### config.mk
export PLATFORM = sky130hd
export DESIGN_NAME = fifo_rd_stream
export DESIGN_NICKNAME = d
export VERILOG_FILES = /design/src/rtl/fifo_rd_stream.sv
export SDC_FILE = /design/constraint.sdc
export NUM_CORES = 1
export LEC_CHECK = 0
export ABC_AREA = 1
export CAP_MARGIN = 10
export CORE_MARGIN = 1.5
export CORE_UTILIZATION = 41
export CTS_CLUSTER_SIZE = 25
export DETAILED_ROUTE_END_ITERATION = 10
export GPL_TIMING_DRIVEN = 0
export SLEW_MARGIN = 40
export SYNTH_ARGS = -nofsm -noshare
export SYNTH_HDL_FRONTEND = slang
export SYNTH_SLANG_ARGS = --single-unit
### constraint.sdc
create_clock -name rd_clk -period 3.1 [get_ports rd_clk]
set_input_delay 0.31 -clock rd_clk [delete_from_list [all_inputs] [get_ports rd_clk]]
set_output_delay 0.31 -clock rd_clk [all_outputs]
set_load 0.005 [all_outputs]
### src/rtl/fifo_rd_stream.sv
// Read-side consumer for async_fifo_top: drains the FIFO read port into a 3-entry
// elastic buffer and presents it as a valid/ready stream framed into PKT_LEN-beat packets.
module fifo_rd_stream #(
  parameter int DATA_WIDTH = 8,
  parameter int PKT_LEN    = 16,
  parameter int CNT_WIDTH  = 16
) (
  input  logic                  rd_clk,
  input  logic                  rd_rst_n,
  output logic                  fifo_rd_en,
  input  logic [DATA_WIDTH-1:0] fifo_rd_data,
  input  logic                  fifo_empty,
  output logic [DATA_WIDTH-1:0] m_data,
  output logic                  m_valid,
  input  logic                  m_ready,
  output logic                  m_last,
  output logic                  pkt_done,
  output logic [CNT_WIDTH-1:0]  pkt_cnt
);

  localparam logic [15:0] LAST_BEAT = 16'(PKT_LEN - 1);

  logic                  r_run;
  logic [1:0]            r_occ;
  logic                  r_inflight;
  logic [1:0]            r_wr_ptr;
  logic [1:0]            r_rd_ptr;
  logic [DATA_WIDTH-1:0] r_buf [3];
  logic [15:0]           r_beat_cnt;
  logic                  r_pkt_done;
  logic [CNT_WIDTH-1:0]  r_pkt_cnt;

  logic [2:0]            w_fill;
  logic                  w_pop;
  logic                  w_last;

  // Credit check counts the in-flight word so the buffer can never be oversubscribed.
  assign w_fill     = {1'b0, r_occ} + {2'b00, r_inflight};
  assign fifo_rd_en = r_run && !fifo_empty && (w_fill < 3'd3);

  assign m_valid  = (r_occ != 2'd0);
  assign m_data   = r_buf[r_rd_ptr];
  assign w_last   = (r_beat_cnt == LAST_BEAT);
  assign m_last   = w_last;
  assign w_pop    = m_valid && m_ready;
  assign pkt_done = r_pkt_done;
  assign pkt_cnt  = r_pkt_cnt;

  // r_run holds off issuing until the first edge after reset release.
  always_ff @(posedge rd_clk or negedge rd_rst_n) begin
    if (!rd_rst_n) begin
      r_run      <= 1'b0;
      r_occ      <= 2'd0;
      r_inflight <= 1'b0;
      r_wr_ptr   <= 2'd0;
      r_rd_ptr   <= 2'd0;
    end else begin
      r_run      <= 1'b1;
      r_inflight <= fifo_rd_en;
      r_occ      <= r_occ + {1'b0, r_inflight} - {1'b0, w_pop};
      if (r_inflight)
        r_wr_ptr <= (r_wr_ptr == 2'd2) ? 2'd0 : r_wr_ptr + 2'd1;
      if (w_pop)
        r_rd_ptr <= (r_rd_ptr == 2'd2) ? 2'd0 : r_rd_ptr + 2'd1;
    end
  end

  always_ff @(posedge rd_clk or negedge rd_rst_n) begin
    if (!rd_rst_n) begin
      for (int i = 0; i < 3; i++)
        r_buf[i] <= '0;
    end else if (r_inflight) begin
      r_buf[r_wr_ptr] <= fifo_rd_data;
    end
  end

  always_ff @(posedge rd_clk or negedge rd_rst_n) begin
    if (!rd_rst_n) begin
      r_beat_cnt <= 16'd0;
      r_pkt_done <= 1'b0;
      r_pkt_cnt  <= '0;
    end else begin
      r_pkt_done <= w_pop && w_last;
      if (w_pop)
        r_beat_cnt <= w_last ? 16'd0 : r_beat_cnt + 16'd1;
      if (w_pop && w_last)
        r_pkt_cnt <= r_pkt_cnt + 1'b1;
    end
  end

  a_no_overflow: assert property (@(posedge rd_clk) disable iff (!rd_rst_n) w_fill <= 3'd3);

endmodule
==> results of run 1 <==
critical path: cells and delay by family (launching register included):
kind | cells | cell delay, ns
buffers and inverters | 1 | 0.60
AOI/OAI and AO/OA | 1 | 0.51
DFF | 1 | 0.45
adders and majority gates | 2 | 0.47
cells by family after synthesis:
family	synth area share [%]
AO/OA/AOI/OAI	6.40
XOR/XNOR	3.11
adder cells (fa/ha/maj)	2.22
buffers and inverters	6.96
flip-flops	48.1
other	0.111
AND/OR/NAND/NOR	33.1
area by class of cell:
| cell class | count | area [sq um] | area share, % |
|---|---|---|---|
| sequential | 65 | 1630 | 39.6 |
| multi-input combinational | 310 | 1520 | 36.9 |
| timing repair buffer | 41 | 422 | 10.3 |
| inverter | 55 | 208 | 5.05 |
| clock buffer | 10 | 138 | 3.35 |
| tap | 102 | 128 | 3.11 |
| clock inverter | 6 | 43.8 | 1.07 |
| buffer | 5 | 27.5 | 0.670 |
power by group:
part           total (mW)  switching (mW)  leakage, nW  internal (mW)
Sequential           1.29           0.187        0.824           1.10
Combinational       0.961           0.520         1.04          0.440
Clock               0.661           0.348       0.0922          0.313
Total                2.91            1.06         1.96           1.86
layer usage:
layer  vias up  track usage, %  share of wire, %
li1       1475               -                 -
met1      1332            24.2                48
met2        56            30.6                47
met3        10            4.94               4.2
met4         0            6.84               1.2
met5         -               0                 0
metrics by stage:
step	cell area [sq um]	cells	util, %	setup slack [ns]
floorplan	3380	435	-	1.37
global placement	3900	576	49.7	-0.578
detailed placement	3920	577	49.9	0.770
CTS	4110	594	52.4	0.367
global route	4110	594	52.4	0.161
finish	4110	594	52.4	0.408
sequential cells by signal (all words and copies together) (netlist names):
register,cells
pkt_cnt,16
pkt_done,1
r_beat_cnt,16
r_buf,24
r_inflight,1
r_occ,2
r_rd_ptr,2
r_run,1
r_wr_ptr,2
cell usage in the layout, fill, tap and decap left out, drive strengths merged:
cell type / netlist / layout
clkinvlp: 0 / 1
a2111oi: 1 / 1
clkdlybuf4s50: 0 / 38
nand4: 10 / 10
nor2: 53 / 53
dfrtp: 65 / 65
xor2: 2 / 2
inv: 54 / 54
clkbuf: 3 / 13
nand3: 33 / 33
clkinv: 1 / 6
buf: 2 / 4
nand2: 148 / 148
nor3b: 1 / 1
xnor2: 10 / 10
o21ai: 34 / 34
nor3: 6 / 6
dlygate4sd3: 0 / 1
ha: 6 / 6
o21bai: 3 / 3
a22oi: 2 / 2
conb: 1 / 1
worst paths after layout:
kind	slack [ns]	start	cells after the start	endpoint
min in group rd_clk	0.49	r_buf[23]	2	r_buf[23]
worst min register to register	0.49	r_buf[23]	2	r_buf[23]
worst max register to register	1.24	r_occ[0]	10	r_occ[1]
max in group asynchronous	2.21	rd_rst_n	3	pkt_cnt[10]
worst min-delay path	0.40	rd_rst_n	2	r_beat_cnt[12]
worst max-delay path	0.41	r_inflight	4	fifo_rd_en
==> flow_results.org, run 1 <==
** Placement
- The wire-length estimate of the detail-placed layout is 5250 microns.
- Port buffering added 39 buffers.
- Global placer's final weighted congestion :: 0.819

** Job
- The tool flagged a number of max-cap violations equal to 0.

** Clock tree
- The number of gates resized after CTS was 0.
- After clock tree synthesis, the clock-pin slew on the worst setup and hold paths is 0.07 ns.
- At the later pin of the worst-skew pair, clock insertion delay measures 0.35 ns.
- Total clock buffers created by CTS :: 9
- The cell sitting at the root of the clock tree is a sky130_fd_sc_hd__clkbuf_8.
- Post-cts hold buffer count :: 1
- TritonCTS built the clock tree.
- Buffers from clock root to sink, at most :: 2
- The clock tree synthesis step divided the H-tree into 3 levels.
- For this design, the sink count on the clock tree is 65.
- Post-CTS timing repair inserted 0 buffers for setup.

** Setup path
- Arrival time at the worst endpoint :: 2.38 ns
- Ordered cell list for the critical path :: ha_1 -> ha_1 -> a2111oi_0 -> clkdlybuf4s50_1
- In this design, the critical path's most frequently occurring cell is sky130_fd_sc_hd__ha_1.
- By startpoint and endpoint, the worst setup path is classified as flop to primary output.
- Largest driver fanout on the critical path :: 7
- Nature of the critical path startpoint :: flop
- Endpoint kind of the worst setup timing path :: primary output
- For this design, the slowest cell found on the critical path is sky130_fd_sc_hd__clkdlybuf4s50_1.
- At the worst endpoint, the required time is 2.79 ns.
- Largest stage delay, worst path :: 0.60 ns

** Logic synthesis
- For this run, asynchronously set or reset flops after synthesis account for 100%.
- Post-synthesis sequential area ratio :: 48.1%
- During synthesis, Yosys emitted a total of 0 warnings.
- Summed over all instances, the cell type with the most area after synthesis is sky130_fd_sc_hd__dfrtp_1.
- Number of nets produced by synthesis :: 453
- Cell area after technology mapping :: 3380 sq um
- Synth area leaders :: sky130_fd_sc_hd__dfrtp_1 (48%), sky130_fd_sc_hd__nand2_1 (16%), sky130_fd_sc_hd__inv_1 (5.4%)
- Cell with the most instances after synthesis :: sky130_fd_sc_hd__nand2_1
- In the synthesized netlist the dominant register cell turns out to be sky130_fd_sc_hd__dfrtp_1.
- Summed over its instances, the top area cell type makes up 48.1% of the synthesized netlist area.
- Syn_area_per_cell :: 7.77 sq um
- In this run, synthesis produced a sequential element count of 65.
- In the synthesized netlist, the cells that appear most often are sky130_fd_sc_hd__nand2_1 (144), sky130_fd_sc_hd__dfrtp_1 (65), sky130_fd_sc_hd__inv_1 (49).
- In this run, synthesis inferred 0 flip-flops with an integrated enable.
- After synthesis, the netlist uses 28 different library cells.
- Counting every instance in the synthesized netlist gives 435.

** Drt
- The first routing iteration left 144 violations.
- For this run, design rule violations remaining after detail routing come to 0.
- In the final routed layout, each cell accounts on average for 12.3 microns.
- After detailed routing, the number of vias per cell comes to 4.84.
- Post-DRT Antenna Nets :: 0
- Detailed routing inserted a total of 2873 vias.
- Wires add up to 7310 microns.
- First-pass iteration count of the detailed router :: 4

** Finish
- Share of post-route cells with drive strength above 1 :: 9.35%
- N_diodes :: 0
- Relative to the synthesized area, the layout overhead comes to 21.6%.
- Count of filler cells inserted in the layout :: 790
- For this run, the post-layout net count is 505.

** Pwr
- Power density over the cells :: 709 nW/um^2
- Final total power :: 2.91 mW
- Across the VDD grid, the largest voltage drop is 0.000510 V.
- In this run the static leakage power is 1.96 nW.

** Run status
- Outcome :: completed

** Floorplanning
- The core region is 7850 sq um.
- Number of standard-cell rows in the floorplan :: 32
- In this run the count of I/O pins placed on the die edge is 40.
- Die span in y :: 93.8 microns
- Measured along the x axis, the die boundary spans 93.8 microns.
- Floorplan die area :: 8800 sq um
- For this configuration, the core starts out at a cell density of 43.1%.

** Timing
- Share of the cycle needed by the critical path after routing :: 86.8%
- The number of max-slew violations in the final report is 0.
- In the final timing run, aggregate negative setup slack is 0 ns.
- Final Hold Violating Endpoints :: 0
- The clock arrives with 0.00880 ns of skew.
- # setup viols final :: 0
- The worst pin sits at a relative slew slack of 52.5%.
- For this run, the top clock speed supported by timing is 372 MHz.
- Hold WS :: 0.396 ns
- Final critical-path required period :: 2.69 ns
- Setup repair after global routing left no endpoint under its margin.
- At the pin with the least slew margin, the transition time is 0.710 ns.

** Global route
- The number of global-route vias before repair came to 2838.
- Antenna violations before repair :: 0
- First-pass GRT wire length :: 12900 microns
- Final global-route overflow total :: 0
- Maximum number of pins on one net before global-route repair :: 40
- Global router's overall resource usage :: 18.8%

** Worst hold path
- The tightest min-delay check is of the input port to asynchronous set/reset pin type.
No activity file was read; power rests on OpenSTA's default activity.
==> inputs of run 2 (changes only) <==
--- a/config.mk
+++ b/config.mk
@@ -12,6 +12,7 @@
 export CTS_CLUSTER_SIZE = 25
 export DETAILED_ROUTE_END_ITERATION = 10
 export GPL_TIMING_DRIVEN = 0
+export HOLD_SLACK_MARGIN = 0.08
 export SLEW_MARGIN = 40
 export SYNTH_ARGS = -nofsm -noshare
 export SYNTH_HDL_FRONTEND = slang
==> results of run 2 <==
Same layout as run 1: the final DEF is identical, and so are final timing and power.
==> inputs of run 3 (changes only) <==
--- a/config.mk
+++ b/config.mk
@@ -5,12 +5,12 @@
 export SDC_FILE = /design/constraint.sdc
 export NUM_CORES = 1
 export LEC_CHECK = 0
-export ABC_AREA = 1
 export CAP_MARGIN = 10
 export CORE_MARGIN = 1.5
 export CORE_UTILIZATION = 41
 export CTS_CLUSTER_SIZE = 25
 export DETAILED_ROUTE_END_ITERATION = 10
+export GPL_ROUTABILITY_DRIVEN = 0
 export GPL_TIMING_DRIVEN = 0
 export HOLD_SLACK_MARGIN = 0.08
 export SLEW_MARGIN = 40
==> run 3 against run 2 <==
Synthesized cell count down 43%. Count of clock-buffer cells in the layout up 1. Sequential share of layout area up 4.3 points. Final cell count down 33%. Critical endpoint unchanged. Largest power group unchanged.
==> flow_results.org, run 3 <==
** Clock tree
- TritonCTS built the clock tree.
- Buffers from clock root to sink, at most :: 2 (unchanged)
- Clock-pin transition on the worst setup and hold timing paths :: 0.07 ns (about the same)
- Number of cells upsized or downsized after cts :: 0 (unchanged)
- The number of clock sinks was 65 (unchanged).
- Clock tree root buffer cell :: sky130_fd_sc_hd__clkbuf_8
- Total clock buffers created by CTS :: 9 (unchanged)
- The post-CTS repair timing setup buffer count is 0 (unchanged).
- H-tree level count :: 3 (unchanged)
- The quantity of hold-fixing buffers added after cts came to 1 (unchanged).
- Worst-skew pair later-pin latency :: 0.34 ns (about the same)

** Floorplanning
- The height of the die was 87.9 microns (-6.3%).
- The horizontal die dimension came to 87.9 microns (-6.3%).
- The standard cell core area was 6870 sq um (-12%).
- Number of standard-cell rows in the floorplan :: 30 (-6.3%)
- The die footprint is 7730 sq um (-12%).
- I/O pin count :: 40 (unchanged)
- Initial cell density of the core :: 43.0% (about the same)

** Pwr
- Internal portion of total power :: 2.07 mW (+12%)
- The leakage power summed over all cells was 1.62 nW (-17%).
- The switching power of the nets was 0.917 mW (-13%).
- Worst VDD drop :: 0.000410 V (-20%)
- Clock power share :: 25.3% (+2.6 points)
- Switching Share :: 30.7% (-5.6 points)
- The power density relative to cell area is 807 nW/um^2 (+14%).
- Combinational Power Share :: 31.7% (-1.3 points)
- Fraction of power consumed by sequential logic :: 43.0% (-1.3 points)

** Placement
- I/O Buffers :: 39 (unchanged)
- The estimated wirelength of the detail-placed design is 3740 microns (-29%).

** Drt
- The final antenna-violating net count is 0 (unchanged).
- Via density :: 5.00 (+3.4%)
- Avg WL per Cell :: 14.0 microns (+13%)
- First-pass iteration count of the detailed router :: 4 (unchanged)
- The overall routed net length came to 5570 microns (-24%).
- The via count of the routed design was 1995 (-31%).
- Starting DRC count in detailed routing :: 38 (-74%)
- Number of remaining DRC errors :: 0 (unchanged)

** Logic synthesis
- Synth area leaders :: sky130_fd_sc_hd__dfrtp_1 (55%), sky130_fd_sc_hd__mux2_2 (9.1%), sky130_fd_sc_hd__xnor2_1 (5.9%)
- Share of the synthesized area in the top cell type :: 55.0% (+6.9 points)
- EDFF count, synth :: 0 (unchanged)
- Flip-flop and latch count after synthesis :: 65 (unchanged)
- Synth area leader :: sky130_fd_sc_hd__dfrtp_1
- Post-Syn Instances :: 246 (-43%)
- Cell area after technology mapping :: 2960 sq um (-13%)
- Flip-flop cell with the highest count after synthesis :: sky130_fd_sc_hd__dfrtp_1
- The post-synthesis average cell area was 12.0 sq um (+55%).
- The net count of the mapped netlist was 264 (-42%).
- Share of async-settable or async-resettable flops after synthesis :: 100% (unchanged)
- By count the netlist is led by sky130_fd_sc_hd__dfrtp_1 (65), sky130_fd_sc_hd__mux2_2 (24), sky130_fd_sc_hd__xnor2_1 (20).
- The warning count from the yosys run was 0 (unchanged).
- Post-synthesis sequential area ratio :: 55.0% (+6.9 points)
- sky130_fd_sc_hd__dfrtp_1 is the most common cell in the netlist.
- The unique cell type count in the Yosys netlist came to 33 (+18%).

** Timing
- # setup viols final :: 0 (unchanged)
- The timing-limited maximum frequency came to 370 MHz (-0.53%).
- Share of the cycle needed by the critical path after routing :: 87.3% (+0.46 points)
- Final Hold Violating Endpoints :: 0 (unchanged)
- Post-Route Setup TNS :: 0 ns (unchanged)
- The worst slack on hold paths was 0.479 ns (+0.0826 ns).
- Final critical-path required period :: 2.71 ns (+0.0143 ns)
- The actual slew at the worst max-slew pin was 0.789 ns (+0.0797 ns).
- Relative slew margins :: 47.1% (-5.4 points)
- The number of max-slew violations in the final report was 0 (unchanged).
- The setup skew after layout was 0.00649 ns (-0.00230 ns).
- Setup repair after global routing left no endpoint under its margin.

** Job
- The max-capacitance violation count was 0 (unchanged).

** Finish
- The number of antenna repair diodes was 0 (unchanged).
- In the layout the commonest cells are sky130_fd_sc_hd__dfrtp_1 (65), sky130_fd_sc_hd__clkdlybuf4s50_1 (38), sky130_fd_sc_hd__mux2_2 (24).
- The flip-flop count of the largest register, all copies and words added is 24 (unchanged).
- More flip-flops sit in one register than any other, and that register is r_buf.
- Growth of design area from synthesis to finish :: 25.4%
- Leaving out fill and tap cells, the most frequent cell in the layout is sky130_fd_sc_hd__dfrtp_1.
- The fraction of layout cells with a size suffix above 1 was 18.5% (+9.1 points).
- The number of nets in the final layout was 316 (-37%).

** Global route
- Met3 track utilization from global routing :: 6.13% (+1.2 points)
- The met2 track demand over resource in global routing is 25.1% (-5.6 points).
- The initial antenna violation count is 0 (unchanged).
- The pin count of the biggest net entering global routing came to 40 (unchanged).
- The number of global-route vias before repair is 1928 (-32%).
- Global router's overall resource usage :: 16.2% (-2.6 points)
- The routing usage on met1 is 21.3% (-2.9 points).
- Final global-route overflow total :: 0 (unchanged)
- Layer with the highest usage after global routing :: met2
- First-pass GRT wire length :: 9410 microns (-27%)

** Worst hold path
- The worst hold path belongs to the class input port to asynchronous set/reset pin.

** Setup path
- The critical path in this run is classified as flop to primary output.
- The worst setup path is captured at a primary output.
- Required time of the critical path :: 2.79 ns (about the same)
- Largest driver fanout on the critical path :: 4 (-3)
- The endpoint arrival time on the critical path was 2.40 ns (+0.02 ns).
- STA classifies the critical path startpoint as a flop.

** Run status
- The run finished with clean final reports.
==> run 3: worst paths after layout <==
path / from / endpoint / slack (ns) / depth (start not counted)
min: rd_rst_n / r_run / 0.48 / 2
max: r_occ[0] / fifo_rd_en / 0.39 / 4
min in group rd_clk: pkt_cnt[15] / pkt_cnt[15] / 0.48 / 1
max reg2reg: r_occ[1] / r_occ[1] / 0.76 / 8
max in group asynchronous: rd_rst_n / r_beat_cnt[1] / 2.09 / 3
min reg2reg: pkt_cnt[15] / pkt_cnt[15] / 0.48 / 1
==> run 3: worst max-delay path, stage by stage, from the launching register on <==
cell and delay (ns):
sky130_fd_sc_hd__dfrtp_1 0.43, sky130_fd_sc_hd__ha_1 0.22, sky130_fd_sc_hd__ha_1 0.26, sky130_fd_sc_hd__a2111oi_0 0.54, sky130_fd_sc_hd__clkdlybuf4s50_1 0.61
==> run 3: per-stage QoR <==
| step | total power [mW] | util (%) | setup WS (ns) | cells | cell area, sq um |
|---|---|---|---|---|---|
| after floorplan | 1.84 | - | 1.16 | 246 | 2960 |
| after global placement | 2.23 | 50.5 | -0.510 | 381 | 3470 |
| after detailed placement | 2.26 | 50.7 | 0.684 | 382 | 3480 |
| after CTS | 3.03 | 54.0 | 0.354 | 399 | 3710 |
| after global routing | 3.20 | 54.0 | 0.225 | 399 | 3710 |
| final | 2.99 | 54.0 | 0.394 | 399 | 3710 |
==> run 3: power groups by stage <==
stage          Sequential [mW]  Combinational [mW]  Clock (mW)
2_1_floorplan             1.26               0.577           0
3_3_place_gp              1.30               0.936           0
3_5_place_dp              1.30               0.961           0
4_1_cts                   1.29               0.963       0.782
5_1_grt                   1.32                1.06       0.817
6_report                  1.29               0.948       0.757
==> run 3: final cells by class <==
type / instances / area (sq um)
plain buffers: 7 / 35.0
clock buffers: 11 / 151
clock inverters: 5 / 62.6
fillers: 628 / 3160
inverters: 8 / 30.0
multi-input cells: 166 / 1260
flip-flops and latches: 65 / 1630
well taps: 96 / 120
repair buffers: 41 / 418
==> run 3: cell families (layout without fill, tap and decap cells) <==
| group | Yosys count | in the layout | share of synthesized area (%) |
|---|---|---|---|
| adders and majority gates | 6 | 6 | 2.54 |
| xor gates and xnor gates | 30 | 30 | 8.89 |
| DFF | 65 | 65 | 55.0 |
| buffers and inverters | 15 | 72 | 2.20 |
| muxes | 33 | 33 | 12.2 |
| other | 1 | 1 | 0.127 |
| and+or+nand+nor | 79 | 79 | 15.7 |
| AOI/OAI and AO/OA | 17 | 17 | 3.30 |
==> run 3: metal layers <==
layer / part of all wire, % / wire [microns]
met2: 46 / 2540
met5: 0 / 0
met4: 1.3 / 72
met3: 4.6 / 255
met1: 49 / 2700
